<file path="src/rtl/xm23_alu.sv">
// XM23 ALU: combines D and S under alu_op into a result and updated PSW, registered (1-cycle latency).
// No backpressure: a new operation is accepted on every clock edge, with no handshake.
module xm23_alu #(
    parameter int WIDTH = 16
) (
    input  logic             clk,
    input  logic             rst,
    input  logic [WIDTH-1:0] d_bus,
    input  logic [WIDTH-1:0] s_bus,
    input  logic [5:0]       alu_op,
    input  logic [WIDTH-1:0] psw_in,
    input  logic             psw_update,
    output logic [WIDTH-1:0] alu_out,
    output logic [WIDTH-1:0] alu_psw_out
);

    localparam logic [15:0] PSW_RESET = 16'h60E0;

    logic [4:0]  op;
    logic        byte_m;
    logic        c_in;
    logic        sub_op;
    logic        cin;
    logic [15:0] b_op;
    logic [16:0] sum_w;
    logic [8:0]  sum_b;
    logic [4:0]  nib;
    logic        dc;
    logic        dc_b;
    logic [15:0] bcd;
    logic [15:0] res;
    logic [15:0] fr;
    logic        upd_zn;
    logic        upd_c;
    logic        upd_v;
    logic        new_c;
    logic        new_v;
    logic        msb;
    logic        zero;
    logic [15:0] out_n;
    logic [15:0] psw_n;

    always_comb begin
        op     = alu_op[4:0];
        // SWPB and SXT are inherently word operations
        byte_m = alu_op[5] && (op != 5'd15) && (op != 5'd16);
        c_in   = psw_in[0];

        sub_op = (op == 5'd2) || (op == 5'd3) || (op == 5'd5);
        b_op   = sub_op ? ~s_bus : s_bus;
        if (op == 5'd0)
            cin = 1'b0;
        else if ((op == 5'd2) || (op == 5'd5))
            cin = 1'b1;
        else
            cin = c_in;
        sum_w = {1'b0, d_bus} + {1'b0, b_op} + {16'b0, cin};
        sum_b = {1'b0, d_bus[7:0]} + {1'b0, b_op[7:0]} + {8'b0, cin};

        // BCD add: a nibble sum above 9 gets +6; low 4 bits stay correct even if nib wraps
        dc   = c_in;
        dc_b = 1'b0;
        bcd  = '0;
        nib  = '0;
        for (int i = 0; i < 4; i++) begin
            nib = {1'b0, d_bus[4*i +: 4]} + {1'b0, s_bus[4*i +: 4]} + {4'b0, dc};
            if (nib > 5'd9) begin
                nib = nib + 5'd6;
                dc  = 1'b1;
            end else begin
                dc  = 1'b0;
            end
            bcd[4*i +: 4] = nib[3:0];
            if (i == 1) dc_b = dc;
        end

        res    = d_bus;
        fr     = d_bus;
        upd_zn = 1'b0;
        upd_c  = 1'b0;
        upd_v  = 1'b0;
        new_c  = c_in;
        new_v  = 1'b0;

        case (op)
            5'd0, 5'd1, 5'd2, 5'd3, 5'd5: begin
                fr     = byte_m ? {8'h00, sum_b[7:0]} : sum_w[15:0];
                res    = (op == 5'd5) ? d_bus : fr;
                upd_zn = 1'b1;
                upd_c  = 1'b1;
                upd_v  = 1'b1;
                new_c  = byte_m ? sum_b[8] : sum_w[16];
                new_v  = byte_m ? ((d_bus[7] == b_op[7]) && (fr[7] != d_bus[7]))
                                : ((d_bus[15] == b_op[15]) && (fr[15] != d_bus[15]));
            end
            5'd4: begin
                fr     = bcd;
                res    = bcd;
                upd_zn = 1'b1;
                upd_c  = 1'b1;
                new_c  = byte_m ? dc_b : dc;
            end
            5'd6, 5'd7, 5'd8, 5'd9, 5'd10, 5'd11, 5'd16: begin
                case (op)
                    5'd6:    fr = d_bus ^ s_bus;
                    5'd7:    fr = d_bus & s_bus;
                    5'd9:    fr = d_bus & s_bus;
                    5'd10:   fr = d_bus & ~s_bus;
                    5'd16:   fr = {{8{d_bus[7]}}, d_bus[7:0]};
                    default: fr = d_bus | s_bus;
                endcase
                res    = (op == 5'd9) ? d_bus : fr;
                upd_zn = 1'b1;
                upd_v  = 1'b1;
            end
            5'd12: begin
                fr  = s_bus;
                res = s_bus;
            end
            5'd13, 5'd14: begin
                if (op == 5'd13)
                    fr = byte_m ? {8'h00, d_bus[7], d_bus[7:1]} : {d_bus[15], d_bus[15:1]};
                else
                    fr = byte_m ? {8'h00, c_in, d_bus[7:1]} : {c_in, d_bus[15:1]};
                res    = fr;
                upd_zn = 1'b1;
                upd_c  = 1'b1;
                upd_v  = 1'b1;
                new_c  = d_bus[0];
            end
            5'd15: begin
                fr  = {d_bus[7:0], d_bus[15:8]};
                res = fr;
            end
            default: begin
                fr  = d_bus;
                res = d_bus;
            end
        endcase

        out_n = byte_m ? {d_bus[15:8], res[7:0]} : res;
        msb   = byte_m ? fr[7] : fr[15];
        zero  = byte_m ? (fr[7:0] == 8'h00) : (fr == 16'h0000);

        psw_n = psw_in;
        if (psw_update) begin
            if (upd_zn) begin
                psw_n[1] = zero;
                psw_n[2] = msb;
            end
            if (upd_c) psw_n[0] = new_c;
            if (upd_v) psw_n[4] = new_v;
        end
    end

    always_ff @(posedge clk) begin
        if (rst) begin
            alu_out     <= '0;
            alu_psw_out <= PSW_RESET;
        end else begin
            alu_out     <= out_n;
            alu_psw_out <= psw_n;
        end
    end

endmodule

</file>
<file path="config.mk">
export PLATFORM = sky130hd
export DESIGN_NAME = xm23_alu
export DESIGN_NICKNAME = d
export VERILOG_FILES = /design/src/rtl/xm23_alu.sv
export SDC_FILE = /design/constraint.sdc
export NUM_CORES = 1
export LEC_CHECK = 0
export CAP_MARGIN = 20
export CORE_MARGIN = 4
export CORE_UTILIZATION = 25
export CTS_CLUSTER_SIZE = 10
export DETAILED_ROUTE_END_ITERATION = 16
export HOLD_SLACK_MARGIN = 0.06
export SETUP_SLACK_MARGIN = 0.3
export SLEW_MARGIN = 25
export SYNTH_ARGS = -nofsm -noshare
export SYNTH_HDL_FRONTEND = slang
export SYNTH_SLANG_ARGS = --single-unit
</file>
<file path="constraint.sdc">
create_clock -name clk -period 12 [get_ports clk]
set_input_delay 3 -clock clk [delete_from_list [all_inputs] [get_ports clk]]
set_output_delay 3 -clock clk [all_outputs]
set_load 0.01 [all_outputs]
</file>
# Word-level counts from Yosys, hierarchy flattened

Cells that the tools add are included.

Logic and storage cells: 102
Bits in registers: 32
Input port bits: 57
Output and inout port bits: 32

Reduce and logical (&&, ||, !) cells: 17
$lt $le $gt $ge: 4
Add/subtract/negate cells: 16
Mux-type cells: 36
Equality and inequality tests: 22
Bitwise operators: 5

Operator list:

| cell                                                                             | number |
|---|---|
| 16-bit one-hot mux with 6 select lines                                           | 2 |
| 16-bit 2-to-1 mux                                                                | 8 |
| 16-bit one-hot mux with 4 select lines                                           | 1 |
| 5-bit by 4-bit equality test with 1-bit output (second input constant)           | 8 |
| 16-bit bitwise AND                                                               | 2 |
| 4-bit by 4-bit adder with 5-bit output                                           | 4 |
| 5-bit by 1-bit adder with 5-bit output                                           | 4 |
| 5-bit by 3-bit equality test with 1-bit output (second input constant)           | 4 |
| 5-bit by 4-bit greater-than comparator with 1-bit output (second input constant) | 4 |
| 1-bit 2-to-1 mux                                                                 | 18 |
| 16-bit by 16-bit adder with 17-bit output                                        | 1 |
| 17-bit by 1-bit adder with 17-bit output                                         | 1 |
| 4-bit by 3-bit adder with 4-bit output (second input constant)                   | 4 |
| 16-bit logical NOT                                                               | 1 |
| 4-bit 2-to-1 mux                                                                 | 4 |
| 16-bit inverter                                                                  | 1 |
| 16-bit OR                                                                        | 1 |
| 16-bit bitwise XOR                                                               | 1 |
| 15-bit OR reduction                                                              | 1 |
| 14-bit OR reduction                                                              | 1 |
| 5-bit by 2-bit equality test with 1-bit output (second input constant)           | 2 |
| 8-bit by 8-bit adder with 9-bit output                                           | 1 |
| 9-bit by 1-bit adder with 9-bit output                                           | 1 |
| 8-bit logical NOT                                                                | 1 |
| other kinds (16)                                                                 | 24 |

# Longest topological paths before layout

Gate-level depths: netlist (run 1).

Word-level depth: 18
Gate-level depth with buffers: 35
Gate-level depth less buffers: 35

# Least setup slack after synthesis (run 1)

No wires, ideal clock.

Path type: input to register
From: in d_bus[0]
To: reg alu_psw_out[1]
Buffers on the path: 0
Stages: 32
Setup time: 0.086 ns
Slack: 1.326 ns
Arrival: 10.588 ns
Required time: 11.914 ns
Cells stage by stage: fa_1 > fa_1 > xnor2_1 > ha_1 > nor2b_1 > a31o_2 > o21ai_1 > fa_1 > fa_1 > xnor2_1 > and2_1 > o31ai_1 > inv_1 > fa_1 > fa_1 > xor2_1 > ha_1 > a32oi_1 > a31oi_1 > inv_1 > fa_1 > inv_1 > fa_1 > ha_1 > a32o_1 > o31ai_2 > mux2_1 > o21ai_0 > nor4_1 > o311a_1 > o21ai_1 > a221oi_2

Cells in the longest elaborated chain, start to end: 18
Elaborated cells on any way between the ends: 36
Classes of those cells: add/sub (13); order compare (4); mux (13); bitwise (4); reduce/logical (2)

RTL lines:

| item                                                                                                                      | line   | source |
|---|---|---|
| start, declared                                                                                                           | 8      | `input logic [WIDTH-1:0] d_bus,` |
| 4-bit by 4-bit adder with 5-bit output                                                                                    | 66     | `nib = {1'b0, d_bus[4*i +: 4]} + {1'b0, s_bus[4*i +: 4]} + {4'b0, dc};` |
| 5-bit by 1-bit adder with 5-bit output                                                                                    | 66     |  |
| 5-bit by 4-bit greater-than comparator with 1-bit output                                                                  | 67     | `if (nib > 5'd9) begin` |
| 1-bit 2-to-1 mux                                                                                                          | 67     |  |
| 5-bit by 1-bit adder with 5-bit output                                                                                    | 66     |  |
| 5-bit by 4-bit greater-than comparator with 1-bit output                                                                  | 67     |  |
| 1-bit 2-to-1 mux                                                                                                          | 67     |  |
| 5-bit by 1-bit adder with 5-bit output                                                                                    | 66     |  |
| [... 2 more ...]                                                                                                          | --     |  |
| 5-bit by 1-bit adder with 5-bit output                                                                                    | 66     |  |
| 4-bit by 3-bit adder with 4-bit output / 5-bit by 4-bit greater-than comparator with 1-bit output (equally long branches) | 68, 67 |  |
| 4-bit 2-to-1 mux                                                                                                          | 67     |  |
| 16-bit one-hot mux with 6 select lines *                                                                                  | 85     | `case (op)` |
| 16-bit logical NOT                                                                                                        | 143    | `zero = byte_m ? (fr[7:0] == 8'h00) : (fr == 16'h0000);` |
| 1-bit 2-to-1 mux *                                                                                                        | 143    |  |
| 2-bit 2-to-1 mux *                                                                                                        | 147    | `if (upd_zn) begin` |
| 3-bit 2-to-1 mux *                                                                                                        | 146    | `if (psw_update) begin` |
| end signal, assigned                                                                                                      | 162    | `alu_psw_out <= psw_n;` |
| end, declared                                                                                                             | 14     | `output logic [WIDTH-1:0] alu_psw_out` |

Mark *: on every way between the ends. The rest lies on a longest branch, timed or not.
A chain may end at the register's enable or synchronous reset.

# Worst setup path in the final report (run 1)

From: in s_bus[0]
To: reg alu_psw_out[1]

Cells in the longest elaborated chain, start to end: 18
Elaborated cells on any way between the ends: 38
Classes of those cells: add/sub (13); order compare (4); mux (14); bitwise (5); reduce/logical (2)

RTL lines:

| item                                                                                                                      | line   | source |
|---|---|---|
| start, declared                                                                                                           | 9      | `input logic [WIDTH-1:0] s_bus,` |
| 4-bit by 4-bit adder with 5-bit output                                                                                    | 66     |  |
| 5-bit by 1-bit adder with 5-bit output                                                                                    | 66     |  |
| 5-bit by 4-bit greater-than comparator with 1-bit output                                                                  | 67     |  |
| 1-bit 2-to-1 mux                                                                                                          | 67     |  |
| 5-bit by 1-bit adder with 5-bit output                                                                                    | 66     |  |
| 5-bit by 4-bit greater-than comparator with 1-bit output                                                                  | 67     |  |
| 1-bit 2-to-1 mux                                                                                                          | 67     |  |
| 5-bit by 1-bit adder with 5-bit output                                                                                    | 66     |  |
| [... 2 more ...]                                                                                                          | --     |  |
| 5-bit by 1-bit adder with 5-bit output                                                                                    | 66     |  |
| 4-bit by 3-bit adder with 4-bit output / 5-bit by 4-bit greater-than comparator with 1-bit output (equally long branches) | 68, 67 |  |
| 4-bit 2-to-1 mux                                                                                                          | 67     |  |
| 16-bit one-hot mux with 6 select lines *                                                                                  | 85     |  |
| 16-bit logical NOT                                                                                                        | 143    |  |
| 1-bit 2-to-1 mux *                                                                                                        | 143    |  |
| 2-bit 2-to-1 mux *                                                                                                        | 147    |  |
| 3-bit 2-to-1 mux *                                                                                                        | 146    |  |

Marks and branches as above.

==> results.md, run 1 <==
* XOR/XNOR Fraction of Synth Area at 7.32%
* Starting Density at roughly 26%
* Rel. slew slack at 37.3%
* Critical path endpoint category: register
* Setup TNS at 0 ns
* Register area share after synthesis at a little under an eighth
* Die span in x at 155 µm
* Commonest cells after routing, fill and taps aside: 87 x clkdlybuf4s50_1, 61 x nor2_1, 52 x a21oi_1
* Area post-placement at 0.00655 mm²
* Antenna violations before repair at 0
* Gate power share at between 50% and 60%
* Fin cells at 1054
* Post-synth EDFFs at 0
* RSZ-0062 raised after global routing: no
* Worst-margin pin slew at between 0.9 and 1 ns
* Total CTS buffers at 5
* RD Place Congestion at 0.994
* Post-synth ARST share at 0%
* Num rows at 53
* Minimum clock period after layout at ~11 ns
* Switch Pwr at 243 µW
* Area grow syn2layout at 25.6%
* Most frequent CP cell: fa_1
* Final Setup Violations at 0
* Post-synthesis mux area share at under 10%
* Ports at 89
* Max-Cap Viols at 0
* Most used DFF post-synth: dfxtp_1
* Ant. Diodes at 0
* Number of synthesized register bits at 32
* Post-Synth Simple-Gate Area at ~23%
* WP data arrival at 11.40 ns
* Worst-path clk slew at 0.06 ns
* Syn Nets at 817
* DR WL/cell at 20.9 µm
* Worst EP required at about 12 ns
* CP startpoint kind: input pin
* Synthesis Warnings at 0
* Clock sinks at 32
* Port bufs at 88
* Full die area at 0.0240 mm²
* Clock power share at 24.5%
* Synth area leader: dfxtp_1
* Most common cell after layout, fill and taps aside: clkdlybuf4s50_1
* Vias in the first global route at about 5700
* Post-route ant nets at 0
* Gate Count Post-Synth at between 700 and 800
* Top post-synthesis cells by area: dfxtp_1 12%, ha_1 11%, xnor2_1 6.3%, a21oi_1 4.9%, a211oi_1 4.9%
* Core area at 0.0211 mm²
* Avg Synthesized Cell Area at approximately 7.7 µm²
* Global-route wire length before repair at 33500 µm
* Via count at about 6000
* Synth top area share at 11.9%
* Pwr Density at 88.3 mW/mm²
* Layout cells sized above 1 at under 10%
* Fmax at between 80 and 90 MHz
* Final-report hold violation count at 0
* CTS tree: done
* Final Max Tran Viols at 0
* Routed wire length at 22000 µm
* Tot GR Track Use at 17.6%
* DP HPWL at 17100 µm
* Total global routing overflow at 0
* Dpl cells at between 1000 and 1500
* Clock buffer depth at 2
* Drt drc at 0
* Hold WC Path Type: in2reg
* CP max-delay cell: clkdlybuf4s50_1
* Status: completed
* VDD IR-drop max at 0.0435 mV
* Largest family of logic cells by synthesized area: compound AO/OA/AOI/OAI gates
* # H-tree levels at 2
* Fill cells at 2255
* Die height at 155 µm
* Distinct cells, synth at between 90 and 100
* Crit share post-route at 93.3%
* Net Sw Frac at 40.6%
* Fin area at 0.00677 mm²
* Crit Path Max Fanout at 5
* Pre-Repair DR Iteration Count at 6
* Pint at 355 µW
* Synth Cell Area at 0.00539 mm²
* Vias per inst at 5.71
* Total Power at roughly 600 µW
* Post-synthesis compound-gate area fraction at between 30% and 40%
* Sequential power share at around a fifth
* Synth Area in Adders at about 15%
* Pin count of the biggest net entering global routing at 36
* Root Buffer: clkbuf_16
* DR iter-0 viols at approximately 510
* Leakage Power at 0.00264 µW
* Setup bufs post-CTS at 0
* Max incr delay on CP at 0.51 ns
* Layout Nets at 894
* Crit Path Class: in2reg
worst max-delay path: cells and delay by family:
kind	cells	cell delay, ns
adders and majority gates	11	4.16
AOI/OAI and AO/OA	11	1.99
xor gates and xnor gates	4	0.81
buffers and inverters	4	0.77
and+or+nand+nor	3	0.66
layer usage:
metal | vias to the layer above | part of all wire (%) | routed length, µm | GRT usage [%]
met1 | 2816 | 42 | 9230 | 24.0
met3 | 58 | 9.8 | 2160 | 2.91
met2 | 339 | 45 | 9820 | 28.6
li1 | 2803 | - | - | -
met5 | - | 0 | 0 | 0
met4 | 0 | 3.7 | 807 | 5.51
Yosys cell counts (5+ instances only):
cell / number
nor2_1: 62
buf_6: 6
o21a_1: 6
xor2_1: 6
ha_1: 49
a21o_1: 14
a32oi_1: 8
o21ai_1: 10
nor2b_1: 12
a221o_1: 5
a22oi_1: 8
fa_1: 10
and3_1: 9
nand3b_1: 6
xnor2_1: 39
nand2b_1: 11
a211oi_1: 35
or2_2: 7
nor3_1: 17
clkbuf_1: 18
o21ai_0: 37
mux2i_1: 7
a22o_1: 6
a221oi_1: 9
inv_1: 44
buf_2: 7
nand2_1: 33
nand3_1: 18
a31oi_1: 10
a21oi_1: 53
nor4_1: 8
dfxtp_1: 32
o211ai_1: 5
final timing paths:
kind | startpoint | to | slack, ns | cells after the start
min | psw_in[3] | alu_psw_out[3] | 3.28 | 2
max | s_bus[0] | alu_psw_out[1] | 0.81 | 33
final cells by class:
cell class / instances / area (µm²) / share of cell area, %
Clock buffer: 5 / 125 / 1.85
Clock inverter: 3 / 42.5 / 0.629
Inverter: 44 / 165 / 2.44
Multi-Input combinational cell: 590 / 4440 / 65.6
Sequential cell: 32 / 641 / 9.47
Tap cell: 275 / 344 / 5.08
Timing Repair Buffer: 105 / 1010 / 14.9
logic make-up after synthesis:
group                      Yosys count
xor gates and xnor gates            45
and+or+nand+nor                    219
AOI/OAI and AO/OA                  258
buffers and inverters               79
muxes                                9
DFF                                 32
adders and majority gates           59
per-stage QoR:
step,utilization [%],setup slack [ns],hold slack (ns)
after floorplan,-,1.33,3.08
after global placement,31.0,0.341,3.56
after detailed placement,31.0,0.138,3.56
after CTS,31.8,0.406,3.26
after global routing,32.1,0.231,3.27
final,32.1,0.807,3.28
what timing repair did:
| item | 4_1_cts | 5_1_grt |
|---|---|---|
| setup endpoints to repair | 0 | 5 |
| gates resized for setup | 0 | 11 |
| hold buffers | 0 | 0 |
registers in the layout, indices dropped and copies added (netlist names):
register     flops
alu_out         16
alu_psw_out     16
power by group through the flow:
stage / Combinational [µW] / Sequential (µW) / Clock [µW]
finish: 334 / 117 / 147
global placement: 318 / 119 / 0
global route: 363 / 118 / 155
detailed placement: 319 / 119 / 0
CTS: 321 / 117 / 153
floorplan: 204 / 123 / 0
No activity file was read; power rests on OpenSTA's default activity.
==> run 2: changes to the inputs <==
ABC_AREA = 1   (was default)
==> run 2 against run 1 <==
Non-clock buffer count down 12. Sequential power about the same. Global-route usage up 0.41 points. Utilization about the same. Routed wire length up 4.2%. First-iteration DRC count up 32%. Largest cell class unchanged. Total power down 3.6%. Worst setup slack better by 0.11 ns. Critical path type unchanged. Synthesized cell count up 37%. Critical path depth up 12.
==> results.md, run 2 <==
* Layout Nets at 1153 (+29%)
* Clock buffer depth at 2 (unchanged)
* Root Buffer: clkbuf_16
* CTS tree: done
* Drt drc at 0 (unchanged)
* Via count at 6782 (+13%)
* Port bufs at 88 (unchanged)
* Ant. Diodes at 0 (unchanged)
* Register area share after synthesis at 11.7% (-0.22 points)
* Commonest cells after routing, fill and taps aside: 291 x nand2_1, 139 x inv_1, 87 x clkdlybuf4s50_1
* Fmax at 90.2 MHz (+0.95%)
* Layout cells sized above 1 at 4.14% (-5.1 points)
* Total CTS buffers at 5 (unchanged)
* VDD IR-drop max at 0.0451 mV (+3.6%)
* Status: completed
* Synthesis Warnings at 0 (unchanged)
* Die span in x at 156 µm (+0.91%)
* DR iter-0 viols at 666 (+32%)
* Global-route wire length before repair at 34700 µm (+3.7%)
* Setup TNS at 0 ns (unchanged)
* Most used DFF post-synth: dfxtp_1
* RD Place Congestion at 0.959 (-3.5%)
* Worst EP required at 12.17 ns (-0.03 ns)
* Minimum clock period after layout at 11.09 ns (-0.106 ns)
* CP max-delay cell: clkdlybuf4s50_1
* Synth top area share at 19.9% (+8.0 points)
* Pwr Density at 84.5 mW/mm² (-4.4%)
* Rel. slew slack at 33.2% (-4.0 points)
* Pre-Repair DR Iteration Count at 6 (unchanged)
* Number of synthesized register bits at 32 (unchanged)
* Hold WC Path Type: in2reg
* Final WS setup at 0.913 ns (+0.106 ns)
* Antenna violations before repair at 0 (unchanged)
* CP startpoint kind: input pin
* Crit share post-route at 92.4% (-0.88 points)
* Num rows at 53 (unchanged)
* Final Setup Violations at 0 (unchanged)
* Max incr delay on CP at 0.52 ns (about the same)
* Full die area at 0.0244 mm² (+1.8%)
* Routed wire length at 22900 µm (+4.2%)
* Crit Path Max Fanout at 6 (+1)
* Setup bufs post-CTS at 0 (unchanged)
* Area grow syn2layout at 24.2%
* Vias per inst at 5.17 (-9.5%)
* Top post-synthesis cells by area: nand2_1 20%, dfxtp_1 12%, ha_1 11%, inv_1 9.5%, nand3_1 7.0%
* Post-route ant nets at 0 (unchanged)
* Largest regs: alu_out: 16 flops, alu_psw_out: 16 flops
* Crit Path Class: in2reg
* Most instantiated cells after synthesis: 291 x nand2_1, 139 x inv_1, 84 x nor2_1
* Worst-path clk slew at 0.05 ns (about the same)
* Crit-path leading delay family: adder cells
* Die height at 156 µm (+0.91%)
* Post-Place Worst Slack at 0.546 ns (+0.408 ns)
* Most frequent cell after synthesis: nand2_1
* Pin count of the biggest net entering global routing at 32 (-11%)
* Ports at 89 (unchanged)
* Most frequent CP cell: nand2_1
* Post-synth EDFFs at 0 (unchanged)
* Post-CTS resize count at 0 (unchanged)
* Clock sinks at 32 (unchanged)
* Post-synth ARST share at 0% (unchanged)
* Leakage Power at 0.00348 µW (+32%)
* RSZ-0062 raised after global routing: no
* Synth Cell Area at 0.00549 mm² (+1.9%)
* Worst-margin pin slew at 1.00 ns (+0.0651 ns)
* Synth area leader: nand2_1
* Final-report hold violation count at 0 (unchanged)
* # H-tree levels at 2 (unchanged)
* CTS Hold Buffers Added at 0 (unchanged)
* Gate Count Post-Synth at 960 (+37%)
* Final Max Tran Viols at 0 (unchanged)
* Most common cell after layout, fill and taps aside: nand2_1
* Syn Nets at 1076 (+32%)
* DP HPWL at 18000 µm (+5.6%)
* WP buf/inv at 8 (+4)
* Vias in the first global route at 6268 (+9.3%)
* WP data arrival at 11.26 ns (-0.14 ns)
* Avg Synthesized Cell Area at 5.72 µm² (-26%)
* Core area at 0.0213 mm² (+0.94%)
* Tot GR Track Use at 18.1% (+0.41 points)
* Distinct cells, synth at 44 (-52%)
* Worst hold-check slack at 3.24 ns (-0.0310 ns)
* DR WL/cell at 17.5 µm (-16%)
* Critical path endpoint category: register
* Max-Cap Viols at 0 (unchanged)
* Total global routing overflow at 0 (unchanged)
* Starting Density at 25.8% (+0.25 points)
-- run 2: final cells by class --
type | instances | area, µm²
Fill cell | 2365 | 14500
Multi-Input combinational cell | 758 | 4200
Timing Repair Buffer | 93 | 921
Sequential cell | 32 | 641
Inverter | 147 | 552
Tap cell | 275 | 344
Clock buffer | 5 | 125
Clock inverter | 3 | 42.5
-- run 2: path summary, 6_finish.rpt --
check | start | slack, ns | endpoint | cells past startpoint
worst min-delay path | psw_in[9] | 3.24 | alu_psw_out[9] | 3
worst max-delay path | psw_in[0] | 0.91 | alu_psw_out[2] | 45
-- run 2: cell families (layout without fill, tap and decap cells) --
kind of cell | after synthesis | after routing | synth area share [%]
AO/OA/AOI/OAI | 162 | 162 | 17.5
XOR/XNOR | 27 | 27 | 4.31
adder cells (fa/ha/maj) | 59 | 59 | 14.8
buffers and inverters | 170 | 248 | 12.1
flip-flops | 32 | 32 | 11.7
AND/OR/NAND/NOR | 510 | 510 | 39.7
-- run 2: per-stage QoR --
stage                     power (µW)  area, µm²  util (%)  instances
final                            576       6820      32.0       1313
after global routing             618       6820      32.0       1313
after CTS                        573       6810      32.0       1313
after detailed placement         425       6640      31.2       1305
after global placement           423       6640      31.2       1305
after floorplan                  316       5490         -        960
-- run 2: layer usage --
layer,GRT usage (%),wire [µm],vias up
li1,-,-,3289
met1,24.8,10200,3084
met2,29.2,9990,361
met3,2.41,2110,48
met4,6.20,697,0
met5,0,0,-
-- run 2: where the power goes --
group | internal [µW] | switching [µW]
clock | 97.4 | 48.7
combinational | 116 | 197
sequential | 115 | 2.33
total | 328 | 248
==> run 3: changes to the inputs <==
CORE_ASPECT_RATIO = 1.1   (was default)
==> run 3 against run 2 <==
Worst hold slack got worse by 0.058 ns. Final area increased by 0.64%. Count of clock-buffer cells in the layout increased by 2. Die area about the same. Sequential share of layout area decreased by 0.060 points. Total power increased by 1.1%.
==> results.md, run 3 (synthesis results as in run 2) <==
* Root Buffer: clkbuf_16
* Gate power share at 53.4% (-0.9 points)
* Max-Cap Viols at 0 (unchanged)
* CP startpoint kind: input pin
* CTS Hold Buffers Added at 0 (unchanged)
* Final-report hold violation count at 0 (unchanged)
* Layout Nets at 1153 (unchanged)
* Hold WC Path Type: in2reg
* Routed wire length at 22700 µm (-1.0%)
* Port bufs at 88 (unchanged)
* Core area at 0.0214 mm² (+0.72%)
* DR WL/cell at 17.1 µm (-2.2%)
* WP data arrival at 11.18 ns (-0.08 ns)
* Setup TNS at 0 ns (unchanged)
* RSZ-0062 raised after global routing: no
* Crit share post-route at 91.7% (-0.68 points)
* # H-tree levels at 2 (unchanged)
* Commonest cells after routing, fill and taps aside: 291 x nand2_1, 139 x inv_1, 86 x clkdlybuf4s50_1
* Area grow syn2layout at 25.0%
* Final WS setup at 0.994 ns (+0.0815 ns)
* Die height at 163 µm (+4.6%)
* DP HPWL at 18200 µm (+1.1%)
* Largest regs: alu_out: 16 flops, alu_psw_out: 16 flops
* Final Max Tran Viols at 0 (unchanged)
* Total global routing overflow at 0 (unchanged)
* Tot GR Track Use at 18.4% (+0.38 points)
* Die span in x at 149 µm (-4.4%)
* Antenna violations before repair at 0 (unchanged)
* Final core utilization at 32.0% (about the same)
* Worst-path clk slew at 0.05 ns (about the same)
* Final Setup Violations at 0 (unchanged)
* Vias in the first global route at 6412 (+2.3%)
* Pwr Density at 84.9 mW/mm² (+0.49%)
* Net Sw Frac at 41.6% (-1.4 points)
* Starting Density at 25.6% (-0.19 points)
* Via count at 6674 (-1.6%)
* CP max-delay cell: fa_1
* Sequential power share at 20.0% (-0.3 points)
* Post-route ant nets at 0 (unchanged)
* RD Place Congestion at 0.985 (+2.7%)
* Rel. slew slack at 30.9% (-2.3 points)
* Most frequent CP cell: nand2_1
* Worst EP required at 12.17 ns (about the same)
* Status: completed
* WP buf/inv at 8 (unchanged)
* Pre-Repair DR Iteration Count at 5 (-1)
* Pin count of the biggest net entering global routing at 32 (unchanged)
* Full die area at 0.0244 mm² (about the same)
* DR iter-0 viols at 696 (+4.5%)
* Worst-margin pin slew at 1.04 ns (+0.0352 ns)
* Num rows at 56 (+5.7%)
* Post-Place Worst Slack at 0.590 ns (+0.0440 ns)
* Clock sinks at 32 (unchanged)
* VDD IR-drop max at 0.0713 mV (+58%)
* Clock power share at 26.6% (+1.2 points)
* Ports at 89 (unchanged)
* Minimum clock period after layout at 11.01 ns (-0.0815 ns)
* Drt drc at 0 (unchanged)
* Switch Pwr at 242 µW (-2.2%)
* Ant. Diodes at 0 (unchanged)
* Fmax at 90.9 MHz (+0.74%)
* Leakage Power at 0.00350 µW (+0.57%)
* Critical path endpoint category: register
* Crit Path Class: in2reg
* Vias per inst at 5.03 (-2.7%)
* Global-route wire length before repair at 35500 µm (+2.1%)
* Pint at 340 µW (+3.6%)
* Max incr delay on CP at 0.49 ns (-0.03 ns)
* Total CTS buffers at 5 (unchanged)
* CTS tree: done
* Most common cell after layout, fill and taps aside: nand2_1
* Clock buffer depth at 2 (unchanged)
* Layout cells sized above 1 at 4.14% (unchanged)
* Crit-path leading delay family: adder cells
* Crit Path Max Fanout at 6 (unchanged)
## run 3: changes by cell type in the layout (fill, tap and decap cells not counted), sizes merged
cell,change
clkinv,-1
dlymetal6s2s,+1
clkdlybuf4s50,-1
clkinvlp,-1
clkbuf,+2
## run 3: final timing paths
path | start | to | cells after the start
min | psw_in[0] | alu_psw_out[0] | 3
max | s_bus[0] | alu_psw_out[2] | 45
## run 3: tightest hold or removal path: stages
cell            delay, ns
dlymetal6s2s_1       0.24
o211ai_1             0.14
inv_1                0.05
## run 3: per-layer routing
layer / wire [µm] / part of all wire, % / vias up / GRT usage [%]
met4: 823 / 3.6 / 0 / 7.16
met1: 9600 / 42 / 3009 / 23.7
met2: 10300 / 45 / 317 / 30.8
met5: 0 / 0 / - / 0
li1: - / - / 3292 / -
met3: 2010 / 8.9 / 56 / 3.16
## run 3: what timing repair did
item                                    in CTS  in global routing
endpoints found under the setup margin       0                  2
buffers inserted                             0                  0
resized for setup                            0                  3
## run 3: area by class of cell
cell class | instances | area (µm²)
Clock inverter | 1 | 30.0
Clock buffer | 7 | 153
Multi-Input combinational cell | 758 | 4200
Sequential cell | 32 | 641
Fill cell | 2437 | 14600
Timing Repair Buffer | 93 | 923
Inverter | 147 | 552
Tap cell | 290 | 363
## run 3: through the flow
step | cell area [µm²] | total power [µW] | cells | hold WS (ns)
CTS | 6850 | 583 | 1328 | 3.24
global route | 6870 | 630 | 1328 | 3.24
floorplan | 5490 | 316 | 960 | 3.10
global placement | 6660 | 423 | 1320 | 3.52
detailed placement | 6670 | 425 | 1320 | 3.52
finish | 6870 | 583 | 1328 | 3.19
## run 3: power groups by stage
stage	clock, µW	combinational (µW)	sequential, µW
3_3_place_gp	0	304	119
4_1_cts	159	308	117
5_1_grt	163	348	118
6_report	155	311	117
3_5_place_dp	0	306	119
2_1_floorplan	0	192	123
